### src/rtl/pc_pkg.sv
// Shared types and constants for the pc_gen program-counter block.
package pc_pkg;

  typedef enum logic [1:0] {
    BOOT,
    RUN,
    TRAP,
    HALT
  } pc_state_t;

  typedef enum logic [1:0] {
    SEL_SEQ,
    SEL_BR,
    SEL_JAL,
    SEL_JALR
  } next_sel_t;

  localparam int unsigned INSN_BYTES = 4;

  function automatic logic is_misaligned(input logic [1:0] lsb);
    return lsb != 2'b00;
  endfunction

endpackage

### src/rtl/pc_gen_target_calc.sv
// Combinational next-PC candidates, priority select and misaligned-target flag.
module pc_target_calc
  import pc_pkg::*;
#(
  parameter int unsigned XLEN      = 32,
  parameter int unsigned IMM_SHIFT = 0
) (
  input  logic [XLEN-1:0] pc,
  input  logic [XLEN-1:0] imm,
  input  logic [XLEN-1:0] rs1_val,
  input  logic            br_taken,
  input  logic            jal,
  input  logic            jalr,
  output logic [XLEN-1:0] seq_pc,
  output logic [XLEN-1:0] target,
  output logic            misaligned
);

  next_sel_t       sel;
  logic [XLEN-1:0] imm_scaled;
  logic [XLEN-1:0] rel_target;
  logic [XLEN-1:0] jalr_sum;

  assign seq_pc     = pc + XLEN'(INSN_BYTES);
  assign imm_scaled = imm << IMM_SHIFT;
  assign rel_target = pc + imm_scaled;
  assign jalr_sum   = rs1_val + imm;

  always_comb begin
    sel = SEL_SEQ;
    if (jalr)          sel = SEL_JALR;
    else if (jal)      sel = SEL_JAL;
    else if (br_taken) sel = SEL_BR;
  end

  always_comb begin
    target = seq_pc;
    case (sel)
      SEL_JALR:        target = {jalr_sum[XLEN-1:1], 1'b0};
      SEL_JAL, SEL_BR: target = rel_target;
      default:         target = seq_pc;
    endcase
  end

  // Sequential PCs stay aligned by construction; only redirects can fault.
  assign misaligned = (sel != SEL_SEQ) && is_misaligned(target[1:0]);

endmodule

### src/rtl/pc_gen.sv
// Program-counter generator: boot/run/halt FSM, fetch handshake, redirect select.
// Define PC_MISALIGN_TRAP_EN to trap on misaligned redirect targets.
module pc_gen
  import pc_pkg::*;
#(
  parameter int unsigned     XLEN      = 32,
  parameter logic [XLEN-1:0] RESET_VEC = '0,
  parameter logic [XLEN-1:0] TRAP_VEC  = XLEN'(32'h0000_0100),
  parameter int unsigned     IMM_SHIFT = 0
) (
  input  logic            clk,
  input  logic            nclr,
  input  logic            stall,
  input  logic            fetch_ready,
  output logic            fetch_valid,
  input  logic            br_taken,
  input  logic            jal,
  input  logic            jalr,
  input  logic [XLEN-1:0] imm,
  input  logic [XLEN-1:0] rs1_val,
  input  logic            halt_req,
  input  logic            resume,
  output logic [XLEN-1:0] pc,
  output logic [XLEN-1:0] link_addr,
  output logic            halted,
  output logic            trap,
  output logic [XLEN-1:0] epc
);

  pc_state_t       state, state_nxt;
  logic [XLEN-1:0] seq_pc, target;
  logic [XLEN-1:0] pc_nxt, epc_nxt;
  logic            misaligned, fire, trap_nxt;

  pc_target_calc #(
    .XLEN      (XLEN),
    .IMM_SHIFT (IMM_SHIFT)
  ) u_target (
    .pc         (pc),
    .imm        (imm),
    .rs1_val    (rs1_val),
    .br_taken   (br_taken),
    .jal        (jal),
    .jalr       (jalr),
    .seq_pc     (seq_pc),
    .target     (target),
    .misaligned (misaligned)
  );

  assign fetch_valid = (state == RUN) && !stall;
  assign fire        = fetch_valid && fetch_ready;
  assign halted      = (state == HALT);
  assign link_addr   = seq_pc;

  always_comb begin
    state_nxt = state;
    pc_nxt    = pc;
    epc_nxt   = epc;
    trap_nxt  = 1'b0;
    case (state)
      BOOT: state_nxt = RUN;
      TRAP: begin
        pc_nxt    = TRAP_VEC;
        state_nxt = RUN;
      end
      HALT: if (resume) state_nxt = RUN;
      RUN: begin
        if (fire) begin
`ifdef PC_MISALIGN_TRAP_EN
          if (misaligned) begin
            pc_nxt    = TRAP_VEC;
            epc_nxt   = pc;
            trap_nxt  = 1'b1;
            state_nxt = TRAP;
          end else begin
            pc_nxt = target;
            if (halt_req) state_nxt = HALT;
          end
`else
          // Without trapping, a faulting target is silently word-aligned.
          pc_nxt = misaligned ? {target[XLEN-1:2], 2'b00} : target;
          if (halt_req) state_nxt = HALT;
`endif
        end else if (halt_req) begin
          state_nxt = HALT;
        end
      end
      default: state_nxt = BOOT;
    endcase
  end

  always_ff @(posedge clk or negedge nclr) begin
    if (!nclr) begin
      state <= BOOT;
      pc    <= RESET_VEC;
      epc   <= '0;
      trap  <= 1'b0;
    end else begin
      state <= state_nxt;
      pc    <= pc_nxt;
      epc   <= epc_nxt;
      trap  <= trap_nxt;
    end
  end

endmodule
### config.mk
export PLATFORM = sky130hd
export DESIGN_NAME = pc_gen
export DESIGN_NICKNAME = d
export VERILOG_FILES = /design/src/rtl/pc_pkg.sv /design/src/rtl/pc_gen_target_calc.sv /design/src/rtl/pc_gen.sv
export SDC_FILE = /design/constraint.sdc
export NUM_CORES = 1
export LEC_CHECK = 0
export BUFFER_PORTS_ARGS = -buffer_cell sky130_fd_sc_hd__buf_2
export CORE_MARGIN = 2
export CORE_UTILIZATION = 25
export CTS_BUF_LIST = sky130_fd_sc_hd__clkbuf_8
export CTS_CLUSTER_SIZE = 28
export DETAILED_ROUTE_END_ITERATION = 8
export PLACE_DENSITY = 0.55
export SYNTH_ARGS = -nofsm -noshare
export SYNTH_HDL_FRONTEND = slang
export SYNTH_HIERARCHICAL = 1
export SYNTH_SLANG_ARGS = --single-unit
### constraint.sdc
create_clock -name clk -period 4.5 [get_ports clk]
set_input_delay 0.9 -clock clk [delete_from_list [all_inputs] [get_ports clk]]
set_output_delay 0.9 -clock clk [all_outputs]
set_load 0.1 [all_outputs]
==> results of run 1 <==
kinds of logic after synthesis:
family / count (synthesis)
compound gates: 255
other cells: 2
buf+inv: 81
xor+xnor: 82
simple gates: 269
mux: 3
flops: 34
fa+ha+maj: 67
worst register-to-register path: stages, from the launching register on:
cell and delay (ns):
dfrtp_1 0.44, ha_1 0.22, inv_1 0.06, fa_1 0.40
nand2b_1 0.19, a21oi_1 0.24, o2111ai_1 0.19, a21oi_1 0.28
a2bb2oi_2 0.27, a21boi_1 0.17, o31ai_1 0.38, xnor2_1 0.17
o221ai_1 0.13, nand2_1 0.09, o21ai_2 0.06
power by group through the flow:
stage,Sequential [mW],Clock (mW),Combinational (mW)
floorplan,0.940,0,1.63
global placement,0.520,0,2.48
detailed placement,0.520,0,2.48
global route,0.529,0.276,2.65
finish,0.514,0.254,2.49
CTS,0.514,0.265,2.49
per-layer routing:
metal | vias up | routed length (um) | global-route usage
li1 | 3055 | - | -
met1 | 2787 | 9581 | 0.2126
met2 | 168 | 9482 | 0.2625
met3 | 22 | 886 | 0.01693
met4 | 0 | 433 | 0.04504
met5 | - | 0 | 0
sequential cells by signal (all words and copies together) (netlist names):
signal  flops
pc         32
state       2
worst min path at each step:
stage                            to  slack [ns]  depth (start not counted)
6_report       state[1]$_DFFE_PN0P_        0.55                          1
2_1_floorplan  state[1]$_DFFE_PN0P_        0.49                          1
5_1_grt        state[1]$_DFFE_PN0P_        0.60                          1
3_5_place_dp   state[1]$_DFFE_PN0P_        0.54                          1
4_1_cts        state[1]$_DFFE_PN0P_        0.56                          1
3_3_place_gp   state[1]$_DFFE_PN0P_        0.53                          1
final cells by class:
type,count,area share
Clock buffer,6,0.01184
Clock inverter,2,0.001256
Inverter,22,0.01184
Multi-Input combinational cell,710,0.6893
Sequential cell,34,0.1220
Tap cell,319,0.05722
Timing Repair Buffer,145,0.1065
placed cells by master, fill, tap and decap left out, drive strengths merged, types with 3 or more instances in the layout:
cell and count:
and3 8, nand2b 11, nor2b 6, o41ai 4, nor3 10, xnor2 46
conb 34, and2 6, a21oi 71, ha 65, buf 145, nor2 61
o21a 8, o221ai 5, o211ai 5, o31ai 7, inv 22, a31oi 6
a21o 24, o21ai 73, a211oi 3, clkbuf 6, mux2i 3, a31o 3
or2 3, nand3 22, nor3b 3, nand4 9, a22oi 7, dfrtp 34
xor2 36, nand2 121, o21bai 6, a221oi 12
stage by stage:
step	hold slack [ns]	setup TNS, ns	cells
after floorplan	0.4878	-0.2342	825
after global placement	0.5338	0	1230
after detailed placement	0.5427	0	1230
after CTS	0.5617	0	1238
after global routing	0.5996	0	1238
final	0.5498	0	1238
==> flow_summary.yaml, run 1 <==
status:
  outcome: "complete, no violations"
layout:
  fin_nets: 1058
  regArea_um2: 850.8
  final_core_util: 0.2954
  layout-drive-gt1-share: 0.2329
  fillers: 2669
  stdcell_area_um2: 6975
  antenna-diode-count: 0
  multi_input_area_um2: 4808
  areaGrowthSynthToFinish_pct: 15.35
worst_setup_path:
  endpoint: "link_addr[31]"
  r2r-start: "pc[0]$_DFFE_PN0P_"
  cp_num_cells: 8
  crit_chain: "nand3_1, nor2_1, and3_1, nor2b_1, nand3_1, nor3_1, xor2_2, buf_2"
  worstPathRequired_ns: 3.60
  cp_common_cell: "nand3_1"
  timing.critical_path.buf_inv: 1
  worstPathArrival_ns: 3.11
  crit_family: "simple AND/OR/NAND/NOR gates"
  timing.rr.end: "pc[30]$_DFFE_PN0P_"
  crit_start: "pc[4]$_DFFE_PN0P_"
  r2r_setup_slack_ns: 1.07
  critPathMaxStageDelay_ns: 0.49
  start_kind: "register"
  endpoint_kind: "output port"
  critPathSlowestCell: "dfrtp_1"
  critPathMaxFanout: 8
  worstSetupPathType: "reg2out"
  reg2reg_depth: 14
cts:
  postCtsSetupRepairBufs: 0
  hold_buffers: 0
  cts_sinks: 34
  clock_path_buffers: 2
  h-tree-depth: 2
  path_clk_slew_ns: 0.07
  tritoncts: "done"
  cts_resized: 0
  cts_made_buffers: 5
  cts_root_buf: "clkbuf_8"
  clkLatencyLatePin_ns: 0.30
synth:
  synthAdderAreaFrac: 0.1411
  synth_most_common_cell: "nand2_1"
  synthTopCellsByArea: "dfrtp_1 14%, ha_1 13%, nand2_1 7.4%, xnor2_1 6.7%, a21oi_1 5.9%"
  synth_cells: 793
  synth.largest_area_cell: "dfrtp_1"
  synth_top_family_by_area: "compound AO/OA/AOI/OAI gates"
  synthXorXnorAreaFrac: 0.1188
  ys_warn_count: 6
  synth.distinct_cells: 78
  synth_ff_type: "dfrtp_1"
  synth-compound-area-share: 0.2955
  async_flop_share: 1.000
  synth.area.mux_share: 0.004966
  syn-cell-area_um2: 6047
  synth_edf_count: 0
  yosysTopAreaCellShare: 0.1407
  synth.avg_cell_area_um2: 7.626
  synthSimpleGateAreaFrac: 0.2003
  synth_common_cells: "120 x nand2_1, 71 x a21oi_1, 65 x ha_1"
  ys_seq_area_frac: 0.1407
  ys_seq_elements: 34
detailed_routing:
  ant_nets: 0
  drc: 0
  first_iter_violations: 463
  wirelength_mm: 20.38
  first_pass_iters: 4
  vias: 6032
  viasPerCell: 4.872
  wl_per_cell_um: 16.46
flow_run:
  cap_violations: 0
die:
  num_io_pins: 172
  die_w_um: 159.5
  initial_core_util: 0.2561
  rows: 56
  core_area_um2: 23610
  die_h_um: 159.5
  design.die.area_um2: 25450
pwr:
  p_seq_frac: 0.158
  p_clk_frac: 0.078
  ir_worst_vdd_mv: 0.3321
  cellInternalPower_mw: 1.117
  power.switching_mw: 2.141
  power_frac_comb: 0.764
  powerDensity_nw_per_um2: 467.1
  swShare: 0.6571
  p_leak_nw: 3.364
  fin_total_pwr_mw: 3.258
sta:
  relSlewSlack: 0.3118
  clock.fmax_mhz: 249.2
  clock_skew_ns: 0.01512
  timing.final.ws_setup_ns: 0.4876
  worst_pin_slew_ns: 1.032
  rsz0062_at_grt: "no"
  hold_viol: 0
  setup_viol: 0
  fin_crit_ns: 4.012
  slew_viol_final: 0
  finalCritPeriodShare: 0.8916
grt:
  grt_pass1_vias: 5920
  grt_antenna_before_repair: 0
  grt_max_degree: 65
  grt_pass1_wl_mm: 32.33
  grt_use_total: 0.1568
  gr-total-overflow: 0
place:
  dpl_cell_area_um2: 6884
  numPortBuffers: 138
  dp_hpwl_mm: 16.34
  gp_congestion: 0.8921
  place_ws_ns: 0.5491
worst_hold_path:
  hold_path_class: "reg2reg"
  worstHoldStart: "state[0]$_DFFE_PN0P_"
No activity file was read; power rests on OpenSTA's default activity.
==> inputs of run 2 (changes only) <==
Settings changed: GPL_TIMING_DRIVEN set to 0, PLACE_DENSITY 0.55 to not set.
==> run 2 against run 1 <==
Compared with the run above:
- clock power grew 43%
- critical endpoint unchanged
- setup slack worse by 0.18 ns
- non-clock buffer count rose by 52
- via count up 4.0%
- combinational power is 2% higher
- clock skew is 0.0071 ns lower
- clock-buffer cell count down 1
==> flow_summary.yaml, run 2 (synthesized netlist as in run 1, its figures left out) <==
status:
  outcome: "complete, no violations"
detailed_routing:
  ant_nets: 0
  vias: 6274
  viasPerCell: 4.864
  wl_per_cell_um: 16.81
  drc: 0
  wirelength_mm: 21.69
  first_iter_violations: 367
  first_pass_iters: 5
sta:
  fin_crit_ns: 4.197
  clock_skew_ns: 0.007998
  setup_viol: 0
  timing.final.ws_setup_ns: 0.3030
  worst_pin_slew_ns: 0.8577
  rsz0062_at_grt: "no"
  hold_viol: 0
  clock.fmax_mhz: 238.3
  relSlewSlack: 0.4282
  slew_viol_final: 0
  finalCritPeriodShare: 0.9327
grt:
  gr-total-overflow: 0
  grt_pass1_wl_mm: 33.33
  grt_use_total: 0.1646
  grt_max_degree: 35
  grt_antenna_before_repair: 0
  grt_pass1_vias: 6047
die:
  die_h_um: 159.5
  core_area_um2: 23610
  design.die.area_um2: 25450
  die_w_um: 159.5
  num_io_pins: 172
  rows: 56
  initial_core_util: 0.2561
layout:
  mostFrequentLayoutCells: "141 x buf_2, 120 x nand2_1, 71 x a21oi_1"
  largest_register: "pc"
  fillers: 2590
  layout-drive-gt1-share: 0.2647
  final_common_cell: "buf_2"
  largest_reg_flops: 32
  areaGrowthSynthToFinish_pct: 23.53
  reg_top3: "pc x32, state x2"
  antenna-diode-count: 0
  fin_nets: 1110
  final_core_util: 0.3163
worst_setup_path:
  critPathMaxFanout: 8
  worstPathRequired_ns: 3.60
  worstSetupPathType: "reg2out"
  start_kind: "register"
  worstPathArrival_ns: 3.30
  crit_start: "pc[4]$_DFFE_PN0P_"
  endpoint_kind: "output port"
  r2r-start: "pc[0]$_DFFE_PN0P_"
worst_hold_path:
  hold_path_class: "reg2reg"
  worstHoldStart: "state[0]$_DFFE_PN0P_"
cts:
  cts_root_buf: "clkbuf_8"
  postCtsSetupRepairBufs: 0
  tritoncts: "done"
  clkLatencyLatePin_ns: 0.30
  cts_resized: 0
  hold_buffers: 0
  cts_sinks: 34
  path_clk_slew_ns: 0.09
  clock_path_buffers: 2
  cts_made_buffers: 5
  h-tree-depth: 2
place:
  gp_congestion: 0.8751
  dp_hpwl_mm: 17.77
  place_ws_ns: 0.5174
  numPortBuffers: 138
pwr:
  ir_worst_vdd_mv: 0.3230
  p_leak_nw: 3.656
  powerDensity_nw_per_um2: 459.2
flow_run:
  cap_violations: 0
==> run 2: metal layers <==
| layer | vias to the layer above | share of wire | global-route usage |
|---|---|---|---|
| met5 | - | 0 | 0 |
| met4 | 0 | 0.019 | 0.04174 |
| met1 | 2914 | 0.45 | 0.2107 |
| met2 | 179 | 0.48 | 0.2851 |
| met3 | 25 | 0.055 | 0.02917 |
| li1 | 3156 | - | - |
==> run 2: final timing paths <==
kind | slack (ns) | endpoint | depth (start not counted)
hold reg to reg | 0.55 | state[1]$_DFFE_PN0P_ | 1
setup / recovery | 0.30 | link_addr[31] | 8
min in group asynchronous | 0.70 | pc[24]$_DFFE_PN0P_ | 1
setup reg to reg | 0.95 | pc[30]$_DFFE_PN0P_ | 14
max in group asynchronous | 3.25 | pc[0]$_DFFE_PN0P_ | 1
hold / removal | 0.55 | state[1]$_DFFE_PN0P_ | 1
==> run 2: final cells by class <==
type | count | area [um^2] | area share
buffer | 59 | 506.7 | 0.06784
clock buffer | 5 | 68.82 | 0.009213
clock inverter | 3 | 68.82 | 0.009213
inverter | 22 | 82.58 | 0.01106
multi-input combinational | 710 | 4802 | 0.6429
sequential | 34 | 850.8 | 0.1139
tap | 319 | 399.1 | 0.05343
timing repair buffer | 138 | 690.7 | 0.09246
==> run 2: critical path, stage by stage, from the launching register on <==
cell     delay, ns
dfrtp_1       0.50
nand3_1       0.11
nor2_1        0.25
and3_1        0.27
nor2b_1       0.53
nand3_1       0.23
nor3_1        0.44
xor2_2        0.20
buf_2         0.46
==> run 2: where the power goes <==
part	switching (mW)	leakage, nW	internal (mW)
Clock	0.140	0.0683	0.222
Sequential	0.147	0.444	0.368
Combinational	1.89	3.14	0.665
==> run 2: metrics by stage <==
stage               cells  setup TNS (ns)  hold slack, ns  power, mW  cell area [um^2]
global route         1290               0          0.5929      3.616              7470
finish               1290               0          0.5456      3.430              7470
floorplan             825         -0.2342          0.4878      2.573              6242
CTS                  1290               0          0.5555      3.430              7470
global placement     1282               0          0.5251      3.058              7332
detailed placement   1282               0          0.5347      3.059              7332
